[src/rtl/sd_arb_pkg.sv]
// Shared definitions for the SD block arbiter: requester count, default
// controller timeout and the arbiter state encoding.
package sd_arb_pkg;

  localparam int          NUM_REQ            = 2;
  localparam logic [31:0] DEF_TIMEOUT_CYCLES = 32'd2_000_000;

  typedef enum logic [1:0] {
    S_IDLE    = 2'd0,
    S_RUN     = 2'd1,
    S_RELEASE = 2'd2,
    S_FAILALL = 2'd3
  } sd_arb_state_e;

endpackage

[src/rtl/sd_block_arbiter_if.sv]
// Requester-side bundle of the SD block arbiter. The master modport is the
// requester view, the slave modport is the arbiter view.
interface sd_block_arbiter_if
  import sd_arb_pkg::*;
#(
  parameter int DATA_W = 32
);

  logic [NUM_REQ-1:0] rq_req;
  logic [NUM_REQ-1:0] rq_we;
  logic [DATA_W-1:0]  rq_addr0;
  logic [DATA_W-1:0]  rq_addr1;
  logic [DATA_W-1:0]  rq_cnt0;
  logic [DATA_W-1:0]  rq_cnt1;
  logic [DATA_W-1:0]  rq_wdata0;
  logic [DATA_W-1:0]  rq_wdata1;
  logic [NUM_REQ-1:0] rq_gnt;
  logic [NUM_REQ-1:0] rq_done;
  logic [NUM_REQ-1:0] rq_fail;
  logic [NUM_REQ-1:0] rq_wreq_valid;
  logic [NUM_REQ-1:0] rq_rd_valid;
  logic [DATA_W-1:0]  rq_data_addr;
  logic [DATA_W-1:0]  rq_rdata;

  modport master (
    output rq_req, rq_we, rq_addr0, rq_addr1, rq_cnt0, rq_cnt1,
           rq_wdata0, rq_wdata1,
    input  rq_gnt, rq_done, rq_fail, rq_wreq_valid, rq_rd_valid,
           rq_data_addr, rq_rdata
  );

  modport slave (
    input  rq_req, rq_we, rq_addr0, rq_addr1, rq_cnt0, rq_cnt1,
           rq_wdata0, rq_wdata1,
    output rq_gnt, rq_done, rq_fail, rq_wreq_valid, rq_rd_valid,
           rq_data_addr, rq_rdata
  );

endinterface

[src/rtl/sd_arb_rr.sv]
// Two-way round-robin pick: the requester served last has the lowest
// priority. A cleared last-grant vector (after reset) favours requester 0.
module sd_arb_rr
  import sd_arb_pkg::*;
(
  input  logic [NUM_REQ-1:0] req,
  input  logic [NUM_REQ-1:0] last_gnt,
  output logic [NUM_REQ-1:0] win
);

  logic prefer_one;

  assign prefer_one = (last_gnt == 2'b01);

  // One-hot winner; requester 1 goes first only right after requester 0 was served.
  always_comb begin
    win = '0;
    if (prefer_one) begin
      if (req[1])      win = 2'b10;
      else if (req[0]) win = 2'b01;
    end else begin
      if (req[0])      win = 2'b01;
      else if (req[1]) win = 2'b10;
    end
  end

endmodule

[src/rtl/sd_block_arbiter.sv]
// Two-requester arbiter in front of a single SD block controller. The owner's
// command is latched on grant and held until the controller reports
// completion or failure; data-path strobes are steered only to the owner.
// Optional feature: define SD_ARB_TIMEOUT_EN to abort a transaction that sees
// no controller response within TIMEOUT_CYCLES cycles.
module sd_block_arbiter
  import sd_arb_pkg::*;
#(
  parameter int          DATA_W         = 32,
  parameter logic [31:0] TIMEOUT_CYCLES = DEF_TIMEOUT_CYCLES
) (
  input  logic              clk,
  input  logic              rst,
  sd_block_arbiter_if.slave rq,
  output logic [DATA_W-1:0] SD_Addr_Block,
  output logic              SD_Enable,
  output logic              SD_we,
  output logic [DATA_W-1:0] SD_SerialCount,
  output logic [DATA_W-1:0] SD_InPut_Data,
  input  logic              SD_Complite,
  input  logic              SD_Fail,
  input  logic              SD_Init_Complite,
  input  logic              SD_Init_Fail,
  input  logic              SD_InPut_Data_Valid,
  input  logic [DATA_W-1:0] SD_InPut_Data_Addr,
  input  logic              SD_Out_Data_Valid,
  input  logic [DATA_W-1:0] SD_Out_Data_Addr,
  input  logic [DATA_W-1:0] SD_Out_Data
);

  sd_arb_state_e      state;
  logic [NUM_REQ-1:0] last_gnt;
  logic [NUM_REQ-1:0] win;
  logic [NUM_REQ-1:0] gnt;
  logic [NUM_REQ-1:0] done;
  logic [NUM_REQ-1:0] fail;
  logic               sel_we;
  logic [DATA_W-1:0]  sel_addr;
  logic [DATA_W-1:0]  sel_cnt;
  logic               tmo_hit;
  logic               run_fail;

  sd_arb_rr u_rr (
    .req      (rq.rq_req),
    .last_gnt (last_gnt),
    .win      (win)
  );

  // Command fields of the round-robin winner, ready to be latched on grant.
  always_comb begin
    sel_we   = rq.rq_we[0];
    sel_addr = rq.rq_addr0;
    sel_cnt  = rq.rq_cnt0;
    if (win[1]) begin
      sel_we   = rq.rq_we[1];
      sel_addr = rq.rq_addr1;
      sel_cnt  = rq.rq_cnt1;
    end
  end

`ifdef SD_ARB_TIMEOUT_EN
  logic [31:0] tmo_cnt;

  // Cycles spent in S_RUN; held at zero outside it so every transaction starts fresh.
  always_ff @(posedge clk) begin
    if (rst || state != S_RUN) tmo_cnt <= '0;
    else                       tmo_cnt <= tmo_cnt + 32'd1;
  end

  assign tmo_hit = (state == S_RUN) && (tmo_cnt == TIMEOUT_CYCLES - 32'd1);
`else
  logic unused_timeout;

  assign tmo_hit        = 1'b0;
  assign unused_timeout = ^TIMEOUT_CYCLES;
`endif

  // A simultaneous complete+fail is reported as a failure.
  assign run_fail = SD_Fail | tmo_hit;

  // Arbitration state machine; done/fail are single-cycle pulses cleared by default.
  always_ff @(posedge clk) begin
    if (rst) begin
      state          <= S_IDLE;
      last_gnt       <= '0;
      gnt            <= '0;
      done           <= '0;
      fail           <= '0;
      SD_Enable      <= 1'b0;
      SD_we          <= 1'b0;
      SD_Addr_Block  <= '0;
      SD_SerialCount <= '0;
    end else begin
      done <= '0;
      fail <= '0;
      case (state)
        S_IDLE: begin
          if (|rq.rq_req) begin
            if (SD_Init_Fail) begin
              fail     <= win;
              last_gnt <= win;
              state    <= S_FAILALL;
            end else if (SD_Init_Complite && !SD_Complite) begin
              gnt            <= win;
              last_gnt       <= win;
              SD_Enable      <= 1'b1;
              SD_we          <= sel_we;
              SD_Addr_Block  <= sel_addr;
              SD_SerialCount <= sel_cnt;
              state          <= S_RUN;
            end
          end
        end
        S_RUN: begin
          if (run_fail || SD_Complite) begin
            if (run_fail) fail <= gnt;
            else          done <= gnt;
            gnt       <= '0;
            SD_Enable <= 1'b0;
            SD_we     <= 1'b0;
            state     <= S_RELEASE;
          end
        end
        S_RELEASE: begin
          if (!SD_Complite) state <= S_IDLE;
        end
        S_FAILALL: begin
          state <= S_IDLE;
        end
        default: state <= S_IDLE;
      endcase
    end
  end

  // Owner-gated strobes and write data; shared read/address paths forced to 0 in reset.
  always_comb begin
    rq.rq_wreq_valid = gnt & {NUM_REQ{SD_InPut_Data_Valid}};
    rq.rq_rd_valid   = gnt & {NUM_REQ{SD_Out_Data_Valid}};
    SD_InPut_Data    = '0;
    if (gnt[1])      SD_InPut_Data = rq.rq_wdata1;
    else if (gnt[0]) SD_InPut_Data = rq.rq_wdata0;
    rq.rq_data_addr  = '0;
    if (!rst) begin
      if (SD_InPut_Data_Valid)    rq.rq_data_addr = SD_InPut_Data_Addr;
      else if (SD_Out_Data_Valid) rq.rq_data_addr = SD_Out_Data_Addr;
    end
    rq.rq_rdata = rst ? '0 : SD_Out_Data;
  end

  assign rq.rq_gnt  = gnt;
  assign rq.rq_done = done;
  assign rq.rq_fail = fail;

endmodule

[src/flat_wrapper.sv]
// flat-port wrapper written by rule: the top's interface ports become plain ports
module sd_block_arbiter_flat import sd_arb_pkg::*;
#(
  parameter int          DATA_W         = 32,
  parameter logic [31:0] TIMEOUT_CYCLES = DEF_TIMEOUT_CYCLES
)
  (clk, rst, SD_Addr_Block, SD_Enable, SD_we, SD_SerialCount, SD_InPut_Data, SD_Complite, SD_Fail, SD_Init_Complite, SD_Init_Fail, SD_InPut_Data_Valid, SD_InPut_Data_Addr, SD_Out_Data_Valid, SD_Out_Data_Addr, SD_Out_Data, rq_rq_req, rq_rq_we, rq_rq_addr0, rq_rq_addr1, rq_rq_cnt0, rq_rq_cnt1, rq_rq_wdata0, rq_rq_wdata1, rq_rq_gnt, rq_rq_done, rq_rq_fail, rq_rq_wreq_valid, rq_rq_rd_valid, rq_rq_data_addr, rq_rq_rdata);
  sd_block_arbiter_if #(.DATA_W(DATA_W)) rq_i ();
  input  logic clk;
  input  logic rst;
  output logic [DATA_W-1:0] SD_Addr_Block;
  output logic SD_Enable;
  output logic SD_we;
  output logic [DATA_W-1:0] SD_SerialCount;
  output logic [DATA_W-1:0] SD_InPut_Data;
  input  logic SD_Complite;
  input  logic SD_Fail;
  input  logic SD_Init_Complite;
  input  logic SD_Init_Fail;
  input  logic SD_InPut_Data_Valid;
  input  logic [DATA_W-1:0] SD_InPut_Data_Addr;
  input  logic SD_Out_Data_Valid;
  input  logic [DATA_W-1:0] SD_Out_Data_Addr;
  input  logic [DATA_W-1:0] SD_Out_Data;
  input wire logic [$bits(rq_i.rq_req)-1:0] rq_rq_req;
  input wire logic [$bits(rq_i.rq_we)-1:0] rq_rq_we;
  input wire logic [$bits(rq_i.rq_addr0)-1:0] rq_rq_addr0;
  input wire logic [$bits(rq_i.rq_addr1)-1:0] rq_rq_addr1;
  input wire logic [$bits(rq_i.rq_cnt0)-1:0] rq_rq_cnt0;
  input wire logic [$bits(rq_i.rq_cnt1)-1:0] rq_rq_cnt1;
  input wire logic [$bits(rq_i.rq_wdata0)-1:0] rq_rq_wdata0;
  input wire logic [$bits(rq_i.rq_wdata1)-1:0] rq_rq_wdata1;
  output wire logic [$bits(rq_i.rq_gnt)-1:0] rq_rq_gnt;
  output wire logic [$bits(rq_i.rq_done)-1:0] rq_rq_done;
  output wire logic [$bits(rq_i.rq_fail)-1:0] rq_rq_fail;
  output wire logic [$bits(rq_i.rq_wreq_valid)-1:0] rq_rq_wreq_valid;
  output wire logic [$bits(rq_i.rq_rd_valid)-1:0] rq_rq_rd_valid;
  output wire logic [$bits(rq_i.rq_data_addr)-1:0] rq_rq_data_addr;
  output wire logic [$bits(rq_i.rq_rdata)-1:0] rq_rq_rdata;
  assign rq_i.rq_req = rq_rq_req;
  assign rq_i.rq_we = rq_rq_we;
  assign rq_i.rq_addr0 = rq_rq_addr0;
  assign rq_i.rq_addr1 = rq_rq_addr1;
  assign rq_i.rq_cnt0 = rq_rq_cnt0;
  assign rq_i.rq_cnt1 = rq_rq_cnt1;
  assign rq_i.rq_wdata0 = rq_rq_wdata0;
  assign rq_i.rq_wdata1 = rq_rq_wdata1;
  assign rq_rq_gnt = rq_i.rq_gnt;
  assign rq_rq_done = rq_i.rq_done;
  assign rq_rq_fail = rq_i.rq_fail;
  assign rq_rq_wreq_valid = rq_i.rq_wreq_valid;
  assign rq_rq_rd_valid = rq_i.rq_rd_valid;
  assign rq_rq_data_addr = rq_i.rq_data_addr;
  assign rq_rq_rdata = rq_i.rq_rdata;
  sd_block_arbiter #(.DATA_W(DATA_W), .TIMEOUT_CYCLES(TIMEOUT_CYCLES)) u_core (.clk(clk), .rst(rst), .rq(rq_i), .SD_Addr_Block(SD_Addr_Block), .SD_Enable(SD_Enable), .SD_we(SD_we), .SD_SerialCount(SD_SerialCount), .SD_InPut_Data(SD_InPut_Data), .SD_Complite(SD_Complite), .SD_Fail(SD_Fail), .SD_Init_Complite(SD_Init_Complite), .SD_Init_Fail(SD_Init_Fail), .SD_InPut_Data_Valid(SD_InPut_Data_Valid), .SD_InPut_Data_Addr(SD_InPut_Data_Addr), .SD_Out_Data_Valid(SD_Out_Data_Valid), .SD_Out_Data_Addr(SD_Out_Data_Addr), .SD_Out_Data(SD_Out_Data));
endmodule
[config.mk]
export PLATFORM = sky130hd
export DESIGN_NAME = sd_block_arbiter_flat
export DESIGN_NICKNAME = d
export VERILOG_FILES = /design/src/rtl/sd_arb_pkg.sv /design/src/rtl/sd_block_arbiter_if.sv /design/src/rtl/sd_arb_rr.sv /design/src/rtl/sd_block_arbiter.sv /design/src/flat_wrapper.sv
export SDC_FILE = /design/constraint.sdc
export NUM_CORES = 1
export LEC_CHECK = 0
export CORE_AREA = 2 2 185 187
export DETAILED_ROUTE_END_ITERATION = 10
export DIE_AREA = 0 0 187 189
export PLACE_DENSITY = 0.4
export SLEW_MARGIN = 20
export SYNTH_ARGS = -nofsm -noshare
export SYNTH_HDL_FRONTEND = slang
export SYNTH_SLANG_ARGS = --single-unit
export TNS_END_PERCENT = 50
[constraint.sdc]
create_clock -name clk -period 2.2 [get_ports clk]
set_clock_uncertainty 0.1 [all_clocks]
set_input_delay 0.33 -clock clk [delete_from_list [all_inputs] [get_ports clk]]
set_output_delay 0.33 -clock clk [all_outputs]
set_load 0.03 [all_outputs]
## Word-level counts from Yosys, hierarchy flattened

Index checks and enable logic that the tools add are counted.
W data, S select, Z words.

- Logic and storage cells: 76
- Input port bits: 300
- Flip-flop bits (word level): 76
- Output and inout bits: 172

- Bitwise logic cells: 5
- Equality and inequality tests: 10
- Muxes and demuxes: 40
- Reductions and logical operators: 12

Operators by type and width:

| cell | count |
|---|---|
| $mux W32 | 8 |
| $mux W2 | 18 |
| $mux W1 | 9 |
| $pmux W2 S2 | 2 |
| $pmux W2 S4 | 1 |
| $reduce_and A4 Y1 | 2 |
| $ne A2 B1 Y1 const B | 3 |
| $reduce_and A5 Y1 | 1 |
| $and A2 B2 Y2 | 2 |
| $eq A2 B1 Y1 const B | 2 |
| $eq A2 B2 Y1 const B | 2 |
| $ne A2 B2 Y1 const B | 2 |
| $pmux W1 S2 | 2 |
| $reduce_bool A2 Y1 | 2 |
| $reduce_or A4 Y1 | 1 |
| $ne A3 B2 Y1 const B | 1 |
| $not A1 Y1 | 3 |
| $reduce_and A3 Y1 | 1 |
| $logic_not A2 Y1 | 1 |
| $reduce_or A2 Y1 | 1 |
| $logic_and A1 B1 Y1 | 1 |
| $logic_not A1 Y1 | 1 |
| $logic_or A1 B1 Y1 | 1 |

## Depth between registers and ports, before layout

Gate-level depths: netlist (run 1).

- Depth after elaboration: 8
- Gate-level depth with buffers: 7
- Mapped depth without buffers: 4

## Modules after synthesis

From an unflattened synthesis (run 1), not the netlist that was laid out.

- Cells, all modules: 566
- Area total of the unflattened synthesis: 5012.3 sq um

Modules (own cells, without submodules):

| module | cells an instance | area an instance (sq um) | instances |
|---|---|---|---|
| sd_block_arbiter | 562 | 4982.3 | 1 |
| sd_arb_rr | 4 | 30.0 | 1 |

## Worst setup path before layout (run 1)

Ideal clock, no wire load.

- Path kind: input port to output port
- Start: input SD_InPut_Data_Valid
- End: output rq_rq_data_addr[10]
- Arrival time: 1.553 ns
- Cell stages on the path: 6
- Required time: 1.770 ns
- Setup slack: 0.217 ns
- Cells stage by stage: clkbuf_1 -> nor2b_1 -> clkbuf_1 -> clkbuf_1 -> a22oi_1 -> nor2_1

- Cells in the longest elaborated chain, start to end: 2

RTL lines:

| item | line | text |
|---|---|---|
| start: declaration | flat_wrapper.sv:20 | `input logic SD_InPut_Data_Valid;` |
| $mux W32 | sd_block_arbiter.sv:144 | `if (SD_InPut_Data_Valid) rq.rq_data_addr = SD_InPut_Data_Addr;` |
| $mux W32 | sd_block_arbiter.sv:143 | `if (!rst) begin` |
| end: declaration | flat_wrapper.sv:38 | `output wire logic [$bits(rq_i.rq_data_addr)-1:0] rq_rq_data_addr;` |

No other way between the ends.

## Worst setup path in the final report (run 1)

- Start: input SD_InPut_Data_Valid
- End: output rq_rq_data_addr[14]

Same word-level chain as after synthesis.

==> results by group, run 1 <==
Global route
  • First-pass GRT wire length: roughly 40 mm
  • Vias in the first global route: 6,165
  • Tot GR Track Use: 0.151
  • Largest net degree at the start of global routing: 51
  • Initial antenna violation count: 3
  • GRT overflow: 0

STA
  • Final Hold Fails: 0
  • Final setup violation count: 0
  • Worst slew pin tran: 0.480 ns
  • Final Critical Period: 2.12 ns
  • Slew Limit Fails: 0
  • Timing-limited maximum frequency: 473 MHz
  • PnR worst setup slack: 0.0840 ns
  • RSZ-0062 raised after global routing: yes
  • Hold WS: 0.362 ns
  • Fin crit share: 0.962
  • Normalized max-slew margin: 0.680

Synth
  • Top cells by area, synth: dfxtp_1, a211oi_1, nor2_1, a21oi_1, a22o_1
  • Unique masters post-synth: 32
  • Gate Count Post-Synth: 576
  • Yosys top cell area share: 0.361
  • Avg Inst Size Synth: 7.32 um^2
  • Syn Nets: 876
  • Synth area leader: dfxtp_1
  • Seq/Total Area, Yosys: 0.361
  • Yosys warns: 0
  • Yosys reg bits: between 70 and 80
  • Mapped Area: 4220 um^2

Worst setup path
  • CP max-delay cell: clkdlybuf4s50_1
  • CP required: about 1.8 ns
  • Largest fanout on the critical path: 18
  • Endpoint type of the worst setup path: output pin
  • Critical-path cell list: clkdlybuf4s50_1 -> nor2b_4 -> buf_12 -> a22oi_1 -> nor2_1 -> buf_12
  • CP Launch Type: input pin
  • CP top delay family: buffers and inverters
  • Reg2reg end: u_core.SD_Addr_Block[18]
  • Reg2reg start: u_core.state[0]
  • R2R depth: 5
  • Reg2Reg Setup Slack: 0.43 ns
  • Critical Path Max Stage Delay: 0.53 ns
  • CP most frequent cell: buf_12
  • CP bufs+invs: 3
  • Worst path arrival time: approximately 1.7 ns
  • Crit Path Category: in -> out

Place
  • RePlAce Congestion: 0.791
  • PortBufs: 471
  • Placed instance count: 1,480
  • DP HPWL: 22.2 mm
  • Place WS: -0.118 ns

Routing
  • Number of routed nets with antenna violations: 0
  • Avg WL per Cell: between 15 and 20 um
  • Via count: 6,011
  • Post-DR vias/cell: 4.02
  • Drt drc: 0
  • WL final: 27.7 mm
  • First-pass DRT Iterations: 6
  • 1st-iter DRT viols: 221

Floorplanning
  • Cell row count: 67
  • Die Y: roughly 190 um
  • Core Footprint: 33,300 um^2
  • I/O pin cnt: 472
  • Initial Utilization: 0.127
  • Die width: 187 um
  • Die area: 35,300 um^2

Clock network
  • Root buf cell: clkbuf_16
  • Cts bufs inserted: 9
  • Worst-path clk slew: 0.07 ns
  • Clock Tree Buf Depth: 2
  • Clock Latency Late Sink: 0.34 ns
  • Clock sink count: 76
  • Number of setup buffers added after CTS: 0
  • CTS tree: done
  • H-tree depth: 3

Power
  • Pwr/cell area: between 400 and 500 nW/um^2
  • Static leakage: 3.77 nW
  • Clock power frac: 0.352
  • Comb pwr share: 0.342
  • NetSw: 1.45 mW
  • Reg power frac: 0.307
  • Peak VDD IR: 319 uV
  • Switching Share: 0.301
  • Internal cell power: 3.37 mW

Cells and area
  • Layout Cells excl Fill: 1,497
  • Nets: 1,343
  • Share of layout cells above drive strength 1: 0.115
  • Most frequent cells in the layout: clkdlybuf4s50_1, nor2_1, dfxtp_1
  • Layout fillers: 3,609
  • Area growth from synthesis to layout: 141%
  • Most common cell after layout, fill and taps aside: clkdlybuf4s50_1

Min path
  • Hold Path Sink: u_core.rq.rq_done[0]
  • Hold Path Class: reg -> reg
  • WHS Path Cells: 2
  • Hold Crit Start: u_core.rq.rq_gnt[0]

Outcome
  • Status: finished, final reports clean

Run
  • Maxcap violations: 0
-- worst min-delay path, delay by kind of cell, from the launching register on --
kind	cells	cell delay, ns
AND/OR/NAND/NOR	1	0.04
buffers and inverters	1	0.07
flip-flops	1	0.31
-- layer usage --
metal | vias to the layer above | GRT usage | part of all wire
li1 | 2970 | - | -
met1 | 2743 | 0.180 | 0.41
met2 | 264 | 0.264 | 0.50
met3 | 30 | 0.0436 | 0.074
met4 | 4 | 0.0443 | 0.020
met5 | - | 0 | 0.00097
-- synth_stat cells --
master / count
or4_1: 1
buf_4: 2
a22oi_1: 32
a22o_1: 32
a21oi_1: 70
o21bai_1: 1
o21ai_0: 6
inv_1: 3
a211oi_1: 65
a31oi_1: 1
nor3b_1: 2
clkbuf_1: 45
o21a_1: 1
nor2_1: 103
a21o_1: 1
buf_1: 5
nand2_1: 68
nor2_2: 1
dfxtp_1: 76
buf_2: 6
nand3_1: 5
nor2b_1: 36
nand2b_1: 1
nand3b_1: 2
nor3_1: 1
nor4b_2: 1
and3b_1: 1
buf_6: 1
o31a_1: 1
or2_0: 1
or4b_1: 1
and2_1: 4
-- power by group through the flow --
stage               combinational (mW)  sequential (mW)  clock, mW
global route                      1.76             1.49       1.83
detailed placement                1.67             1.51          0
floorplan                        0.516             1.62          0
CTS                               1.67             1.48       1.78
global placement                  1.67             1.51          0
finish                            1.65             1.48       1.70
-- final cells by class --
class	instances	area (um^2)	share of cell area
diodes	1	2.50	0.000247
clock buffers	11	243	0.0239
clock inverters	5	83.8	0.00826
inverters	3	11.3	0.00111
multi-input cells	438	2480	0.244
flip-flops and latches	76	1520	0.150
well taps	448	561	0.0552
repair buffers	515	5250	0.517
-- logic make-up (layout without fill, tap and decap cells) --
logic type	Yosys count	after routing	synth area share
flip-flops	76	76	0.361
other	0	1	0
AO/OA/AOI/OAI	210	210	0.338
AND/OR/NAND/NOR	228	228	0.240
buffers and inverters	62	534	0.0606
-- worst max path at each step --
stage	end	slack (ns)	startpoint	cells after the start
floorplan	rq_rq_data_addr[10]	0.22	SD_InPut_Data_Valid	6
global placement	u_core.SD_Addr_Block[24]	-0.12	SD_Complite	6
detailed placement	u_core.SD_Addr_Block[4]	-0.12	SD_Complite	6
CTS	rq_rq_data_addr[12]	0.02	SD_Out_Data_Valid	7
global route	SD_InPut_Data[21]	-0.005	u_core.rq.rq_gnt[0]	5
finish	rq_rq_data_addr[14]	0.08	SD_InPut_Data_Valid	6
-- sequential cells by signal (all words and copies together) (netlist names), 2 cells and up --
| register | count |
|---|---|
| u_core.rq.rq_gnt | 2 |
| u_core.rq.rq_fail | 2 |
| u_core.rq.rq_done | 2 |
| u_core.SD_Addr_Block | 32 |
| u_core.last_gnt | 2 |
| u_core.SD_SerialCount | 32 |
| u_core.state | 2 |
-- repair_timing --
item	in CTS	in global routing
hold buffers	0	0
endpoints found under the setup margin	19	24
resized for setup	19	6
-- stage by stage --
step / util / TNS, ns / area (um^2) / power (mW)
after floorplan: - / 0 / 4220 / 2.14
after global placement: 0.295 / -4.42 / 9820 / 3.18
after detailed placement: 0.295 / -4.80 / 9820 / 3.18
after CTS: 0.304 / 0 / 10100 / 4.93
after global routing: 0.305 / -0.00465 / 10100 / 5.09
final: 0.305 / 0 / 10100 / 4.83
Note: power is estimated with default switching activity, not from simulation.
==> run 2: changes to the inputs <==
TNS_END_PERCENT = unset   (was 50)
==> results by group, run 2 (synthesized netlist as in run 1, its figures left out) <==
Min path
  • Hold Path Sink: u_core.rq.rq_done[0]
  • Hold Path Class: reg -> reg
  • WHS Path Cells: 2
  • Hold Crit Start: u_core.rq.rq_gnt[0]

Power
  • Pwr/cell area: 476 nW/um^2
  • Peak VDD IR: 319 uV
  • Static leakage: 3.77 nW
  • Total power: 4.83 mW

Place
  • PortBufs: 471
  • DP HPWL: 22.2 mm
  • Placed instance count: 1,480
  • RePlAce Congestion: 0.791

Global route
  • GRT overflow: 0
  • Tot GR Track Use: 0.151
  • Initial antenna violation count: 3
  • First-pass GRT wire length: between 40 and 50 mm
  • Largest net degree at the start of global routing: 51
  • Vias in the first global route: about 6.2k

STA
  • Slew Limit Fails: 0
  • RSZ-0062 raised after global routing: no
  • Final Critical Period: 2.12 ns
  • Timing-limited maximum frequency: around 470 MHz
  • Fin crit share: 0.962
  • Final setup violation count: 0
  • Worst slew pin tran: a little under 0.5 ns
  • Normalized max-slew margin: 0.680
  • Final Hold Fails: 0

Floorplanning
  • Die Y: 189 um
  • I/O pin cnt: 472
  • Cell row count: 67
  • Die area: 35,300 um^2
  • Initial Utilization: 0.127
  • Die width: around 190 um
  • Core Footprint: 33,300 um^2

Routing
  • Post-DR vias/cell: ~4
  • WL met2: 13.8 mm
  • WL final: 27.7 mm
  • Uppermost layer routed: met5
  • First-pass DRT Iterations: 6
  • Via count: 6,013
  • Met3 routed WL: 2.05 mm
  • Avg WL per Cell: 18.5 um
  • Length of routed wiring on met1: between 10 and 15 mm
  • Number of routed nets with antenna violations: 0
  • Drt drc: 0
  • 1st-iter DRT viols: 221

Cells and area
  • Most common cell after layout, fill and taps aside: clkdlybuf4s50_1
  • Share of layout cells above drive strength 1: 0.116
  • Largest registers: u_core.SD_Addr_Block (32), u_core.SD_SerialCount (32)
  • Layout Cells excl Fill: 1,497
  • Most frequent cells in the layout: clkdlybuf4s50_1, nor2_1, dfxtp_1
  • Area growth from synthesis to layout: 141%
  • Layout fillers: about 3.6k
  • Nets: 1,343

Clock network
  • Cts bufs inserted: 9
  • H-tree depth: 3
  • Clock Latency Late Sink: between 0.3 and 0.4 ns
  • Clock sink count: 76
  • Worst-path clk slew: 0.07 ns
  • Root buf cell: clkbuf_16
  • CTS tree: done
  • Clock Tree Buf Depth: 2

Worst setup path
  • Reg2Reg Setup Slack: 0.43 ns
  • CP required: 1.77 ns
  • Largest fanout on the critical path: 18
  • R2R depth: 5
  • Reg2reg end: u_core.SD_Addr_Block[18]
  • Crit Path Category: in -> out
  • Worst path arrival time: 1.69 ns
  • Endpoint type of the worst setup path: output pin
  • CP Launch Type: input pin
  • Reg2reg start: u_core.state[0]

Run
  • Maxcap violations: 0

Outcome
  • Status: finished, final reports clean
[run 2: cell type report]
cell class	count	area, um^2	share of cell area
repair buffers	515	5240	0.517
multi-input cells	438	2480	0.244
flip-flops and latches	76	1520	0.150
well taps	448	561	0.0553
clock buffers	11	243	0.0239
clock inverters	5	83.8	0.00827
inverters	3	11.3	0.00111
diodes	1	2.50	0.000247
[run 2: through the flow]
step                      instance area (um^2)  utilization  worst slack, ns  hold WS [ns]  setup TNS, ns
after floorplan                           4220            -            0.217         0.349              0
after global placement                    9820        0.295           -0.118         0.367          -4.42
after detailed placement                  9820        0.295           -0.118         0.361          -4.80
after CTS                                10100        0.304           0.0212         0.366              0
after global routing                     10100        0.305          0.00404         0.413              0
final                                    10100        0.305           0.0837         0.362              0
[run 2: timing repair]
| action | 4_1_cts | 5_1_grt |
|---|---|---|
| endpoints found under the hold margin | 0 | 0 |
| hold buffers | 0 | 0 |
| resized for setup | 19 | 7 |
| setup endpoints to repair | 19 | 24 |
| setup buffers | 0 | 0 |
[run 2: worst max path at each step]
| stage | to | from |
|---|---|---|
| final | rq_rq_data_addr[14] | SD_InPut_Data_Valid |
| after global routing | SD_InPut_Data[28] | u_core.rq.rq_gnt[0] |
| after CTS | rq_rq_data_addr[12] | SD_Out_Data_Valid |
| after detailed placement | u_core.SD_Addr_Block[4] | SD_Complite |
| after global placement | u_core.SD_Addr_Block[24] | SD_Complite |
| after floorplan | rq_rq_data_addr[10] | SD_InPut_Data_Valid |
[run 2: worst max-delay path, stage by stage]
cell,delay (ns)
clkdlybuf4s50_1,0.53
nor2b_4,0.06
buf_12,0.15
a22oi_1,0.31
nor2_1,0.13
buf_12,0.17
[run 2: power breakdown]
| group | leakage (nW) | internal [mW] | switching, mW |
|---|---|---|---|
| clock network | 0.152 | 1.03 | 0.665 |
| registers | 0.618 | 1.44 | 0.0376 |
| logic | 3.00 | 0.899 | 0.750 |
[run 2: per-layer routing]
layer  vias to the layer above  global-route usage
li1                       2970                   -
met1                      2745               0.180
met2                       264               0.264
met3                        30              0.0436
met4                         4              0.0443
met5                         -                   0
==> RTL change 1: new RTL, settings of run 1 <==
Build with the macro `SD_ARB_TIMEOUT_EN` defined.
--- a/src/rtl/sd_block_arbiter.sv
+++ b/src/rtl/sd_block_arbiter.sv
@@ -5,2 +5,4 @@
 // no controller response within TIMEOUT_CYCLES cycles.
+`define SD_ARB_TIMEOUT_EN
+
 module sd_block_arbiter
Behaviour: same outputs for any inputs over 4 cycles, from zero or initial values and one cycle with rst high; that may be too few to reach the edited logic, so the function may still have changed.
==> RTL change 1 against run 1 <==
Final area is 19% higher; worst setup slack worse by 40 ps; via count grew 21%; sequential cell count increased by 32; synthesized cell count increased by 22%; count of clock-buffer cells in the layout down 1; final cell count rose by 10%; wire length increased by 21%; total power increased by 15%; synthesized area up 41%.
==> RTL change 1: results (changes against run 1) <==
dp_cells: 1624  # +9.7%
wl_met2_microns: 17200  # +24%
synth_xor_area_share_pct: 1.77  # +1.8 points
cts_resized: 17  # -2
comb_cell_power_mw: 1.79  # +8%
arrival_ps: 2300  # +610 ps
cpLargestDelayFamily: "simple AND/OR/NAND/NOR gates"
dp_slack_ps: -105  # +12.5 ps
met1Wirelength_microns: 13000  # +15%
slew-limit-headroom_pct: 55.3  # -13 points
grt_pass1_vias: 7137  # +16%
synth_compound_area_share_pct: 22.1  # -12 points
antenna_found_initial: 5  # +2
wire_per_inst_microns: 20.3  # +9.4%
first_iter_violations: 203  # -8.1%
reg_top3: "u_core.SD_Addr_Block: 32 flops, u_core.SD_SerialCount: 32 flops, u_core.tmo_cnt: 32 flops"
synthTopCellsByCount: "120 x nor2_1, 108 x dfxtp_1, 73 x mux2i_1"
use_met1_pct: 20.0  # +2.1 points
fillers: 3472  # -3.8%
synth_area_leaders: "dfxtp_1 37%, mux2i_1 12%, a211oi_1 8.1%, nor2_1 7.6%, a22o_1 4.7%"
grt_pass1_wl_microns: 47900  # +18%
r2r_slack_ps: 40  # -390 ps
synth_fa_ha_area_share_pct: 0.211  # +0.21 points
ys_warn_count: 0  # unchanged
max_stage_delay_ps: 510  # -20 ps
met2_usage_pct: 32.7  # +6.3 points
drive_gt1_share_pct: 15.0  # +3.5 points
dp_hpwl_microns: 27400  # +23%
final_core_util_pct: 36.2  # +5.7 points
placed_area_sq_mm: 0.0116  # +18%
outcome: "finished, final reports clean"
path_max_fanout: 5  # -13
ys_types: 54  # +69%
p_leak_nw: 4.50  # +19%
timing.fmax_mhz: 464  # -1.8%
htreeDepth: 3  # unchanged
buffer_ports.inserted: 471  # unchanged
p_seq_mw: 2.05  # +39%
syn_nets: 1001  # +14%
vias_per_cell: 4.39  # +9.4%
seq_area_frac_synth_pct: 36.5  # +0.41 points
grt_max_degree: 56  # +9.8%
insertion_delay_ps: 360  # +20 ps
holdWs_ps: 382  # +19.5 ps
synth.area.mux_share_pct: 12.5  # +13 points
p_int_mw: 3.83  # +14%
critPathSlowestCell: "or4b_1"
grt_usage_pct: 18.0  # +2.9 points
syn_inst: 700  # +22%
first_pass_iters: 5  # -1
vdd_drop_max_mv: 0.283  # -11%
route.met3.wl_microns: 2750  # +34%
clockBufferDepth: 2  # unchanged
pwr_density_cell_mw_per_mm2: 460  # -3.4%
dr_total_vias: 7250  # +21%
place_congestion: 0.841  # +6.3%
final_nets: 1495  # +11%
use_met3_pct: 6.32  # +2.0 points
cts_root_buf: "clkbuf_16"
post_cts_buffers: 0  # unchanged
==> RTL change 1: layout make-up <==
class,count,area share (%)
Timing Repair Buffer,547,45.3
Multi-Input combinational cell,522,29.3
Sequential cell,108,17.9
Tap cell,448,4.65
Clock buffer,10,1.98
Clock inverter,6,0.519
Inverter,6,0.187
Antenna cell,3,0.0623
==> RTL change 1: final timing paths <==
| kind | end | startpoint | depth (start not counted) |
|---|---|---|---|
| worst min-delay path | u_core.tmo_cnt[19]$_SDFF_PP0_ | u_core.tmo_cnt[19]$_SDFF_PP0_ | 2 |
| worst max-delay path | u_core.rq.rq_gnt[1]$_SDFFE_PP0P_ | u_core.tmo_cnt[22]$_SDFF_PP0_ | 5 |
| worst min register to register | u_core.tmo_cnt[19]$_SDFF_PP0_ | u_core.tmo_cnt[19]$_SDFF_PP0_ | 2 |
| worst max register to register | u_core.rq.rq_gnt[1]$_SDFFE_PP0P_ | u_core.tmo_cnt[22]$_SDFF_PP0_ | 5 |
==> RTL change 2: new RTL, flow settings as in run 1 <==
Without the edit above. Register the output `SD_SerialCount` once more, without a reset; this adds one clock of latency there. The other outputs are not delayed to match.
--- a/src/rtl/sd_block_arbiter.sv
+++ b/src/rtl/sd_block_arbiter.sv
@@ -29,2 +29,4 @@
 );
+
+  logic [DATA_W-1:0] SD_SerialCount_s0;
 
@@ -91,3 +93,3 @@
       SD_Addr_Block  <= '0;
-      SD_SerialCount <= '0;
+      SD_SerialCount_s0 <= '0;
     end else begin
@@ -108,3 +110,3 @@
               SD_Addr_Block  <= sel_addr;
-              SD_SerialCount <= sel_cnt;
+              SD_SerialCount_s0 <= sel_cnt;
               state          <= S_RUN;
@@ -153,2 +155,6 @@
 
+  always_ff @(posedge clk) begin
+    SD_SerialCount <= SD_SerialCount_s0;
+  end
+
 endmodule
Function: changed (Yosys sat finds a counterexample within 4 cycles, from zero or initial values and one cycle with rst high).
==> RTL change 2 against run 1 <==
First-iteration DRC count decreased by 9.5%; register-to-register slack got worse by 70 ps; wire length decreased by 0.78%; final area increased by 6.7%; worst setup slack got worse by 20 ps; synthesized area increased by 19%; sequential cell count increased by 32; total power increased by 14%; largest power group is now registers.
==> RTL change 2: results (changes against run 1) <==
met2_usage_pct: 26.6  # +0.21 points
reg_top3: "u_core.SD_Addr_Block: 32 flops, u_core.SD_SerialCount: 32 flops, u_core.SD_SerialCount_s0: 32 flops"
dp_hpwl_microns: 21900  # -1.4%
r2r_slack_ps: 360  # -70 ps
ff2ff_path_depth: 5  # unchanged
holdWs_ps: 245  # -118 ps
worstHoldStart: "u_core.SD_SerialCount_s0[20]$_SDFFE_PP0P_"
syn_nets: 908  # +3.7%
max_stage_delay_ps: 490  # -40 ps
ys_warn_count: 0  # unchanged
use_met3_pct: 3.24  # -1.1 points
syn_inst: 608  # +5.6%
synth_fa_ha_area_share_pct: 0  # unchanged
p_leak_nw: 4.03  # +6.7%
path_max_fanout: 13  # -5
first_iter_violations: 200  # -9.5%
use_met1_pct: 18.3  # +0.39 points
antenna_found_initial: 1  # -2
outcome: "finished, final reports clean"
dp_cells: 1513  # +2.2%
critPathSlowestCell: "clkdlybuf4s50_1"
clockBufferDepth: 2  # unchanged
seq_area_frac_synth_pct: 43.2  # +7.1 points
cts_made_buffers: 9  # unchanged
synth_area_leaders: "dfxtp_1 43%, a211oi_1 9.9%, nor2_1 7.6%, a22o_1 5.6%, a21oi_2 5.2%"
fillers: 3535  # -2.1%
grt_max_degree: 46  # -9.8%
switching_share_pct: 31.5  # +1.4 points
buffer_ports.inserted: 471  # unchanged
drive_gt1_share_pct: 13.6  # +2.1 points
synthArstFlopShare_pct: 0  # unchanged
synth.area.mux_share_pct: 0  # unchanged
r2r_start: "u_core.state[1]$_SDFFE_PP0P_"
grt_usage_pct: 15.0  # -0.10 points
dr_total_vias: 6206  # +3.2%
synthTopCellsByCount: "108 x dfxtp_1, 101 x nor2_1, 67 x nand2_1"
crit_start: "SD_InPut_Data_Valid"
htreeDepth: 3  # unchanged
grt_pass1_vias: 6561  # +6.4%
worstMarginPinSlew_ps: 470  # -9.93 ps
ys_types: 29  # -9.4%
vdd_drop_max_mv: 0.278  # -13%
grt_pass1_wl_microns: 40700  # +0.53%
hold_end: "u_core.SD_SerialCount[20]$_DFF_P_"
place_congestion: 0.728  # -8.0%
holdPathStages: 0  # -2
arrival_ps: 1710  # +20 ps
timing.rr.end: "u_core.SD_Addr_Block[15]$_SDFFE_PP0P_"
clkTransAtPathRegs_ps: 90  # +20 ps
synth_compound_area_share_pct: 31.2  # -2.7 points
synth_xor_area_share_pct: 0  # unchanged
first_pass_iters: 4  # -2
hp-class: "flip-flop to flip-flop"
vias_per_cell: 4.06  # +1.0%
wire_per_inst_microns: 18.0  # -2.9%
final_nets: 1376  # +2.5%
[RTL change 2: changes by cell type in the layout (fill, tap and decap cells not counted), moves of 3 or more]
cell / delta
a21oi_1: -28
buf_12: -8
dfxtp_1: +32
a21oi_2: +30
o21ai_0: -3
clkdlybuf4s50_1: +4
dlygate4sd2_1: +7
[RTL change 2: layer usage]
layer / wire [microns] / up-vias
li1: - / 3084
met3: 1460 / 15
met2: 13900 / 244
met4: 319 / 0
met1: 11800 / 2863
met5: 0 / -
[RTL change 2: worst max path at each step]
stage | to | slack (ps) | cells after the start
2_1_floorplan | rq_rq_data_addr[10] | 220 | 6
3_3_place_gp | u_core.SD_SerialCount_s0[17]$_SDFFE_PP0P_ | -50 | 8
3_5_place_dp | u_core.SD_SerialCount_s0[12]$_SDFFE_PP0P_ | -90 | 8
4_1_cts | rq_rq_data_addr[2] | -0.6 | 7
5_1_grt | rq_rq_data_addr[2] | -30 | 7
6_report | rq_rq_data_addr[2] | 60 | 6
[RTL change 2: cell families after synthesis]
kind of cell | count (synthesis)
flops | 108
buf+inv | 63
simple gates | 225
compound gates | 212
[RTL change 2: stage by stage]
stage                     setup slack [ps]  instance area (sq um)
final                                 63.9                  10800
after global routing                 -27.2                  10800
after CTS                           -0.603                  10800
after detailed placement             -90.5                  10500
after global placement               -51.6                  10500
after floorplan                        217                   5010
[RTL change 2: repair_timing]
action,4_1_cts,5_1_grt
endpoints found under the setup margin,25,5
hold endpoints to repair,0,0
pin swaps,0,1
buffers inserted,0,0
resized for setup,25,3
[RTL change 2: worst max-delay path, delay by kind of cell]
kind,cells,cell delay (ps)
buf+inv,4,1080
simple gates,1,170
compound gates,1,110
[RTL change 2: layout make-up]
class | instances | area share, %
clock buffer | 9 | 2.08
clock inverter | 7 | 0.867
inverter | 2 | 0.0694
timing repair buffer | 518 | 47.9
tap | 448 | 5.18
antenna | 1 | 0.0231
multi-input combinational | 437 | 23.9
sequential | 108 | 20.0
[RTL change 2: power by group through the flow]
stage	sequential, mW	clock (mW)	combinational (mW)
3_3_place_gp	2.13	0	1.70
3_5_place_dp	2.13	0	1.69
4_1_cts	2.08	1.86	1.69
6_report	2.08	1.77	1.67
5_1_grt	2.09	1.92	1.78
2_1_floorplan	2.24	0	0.541
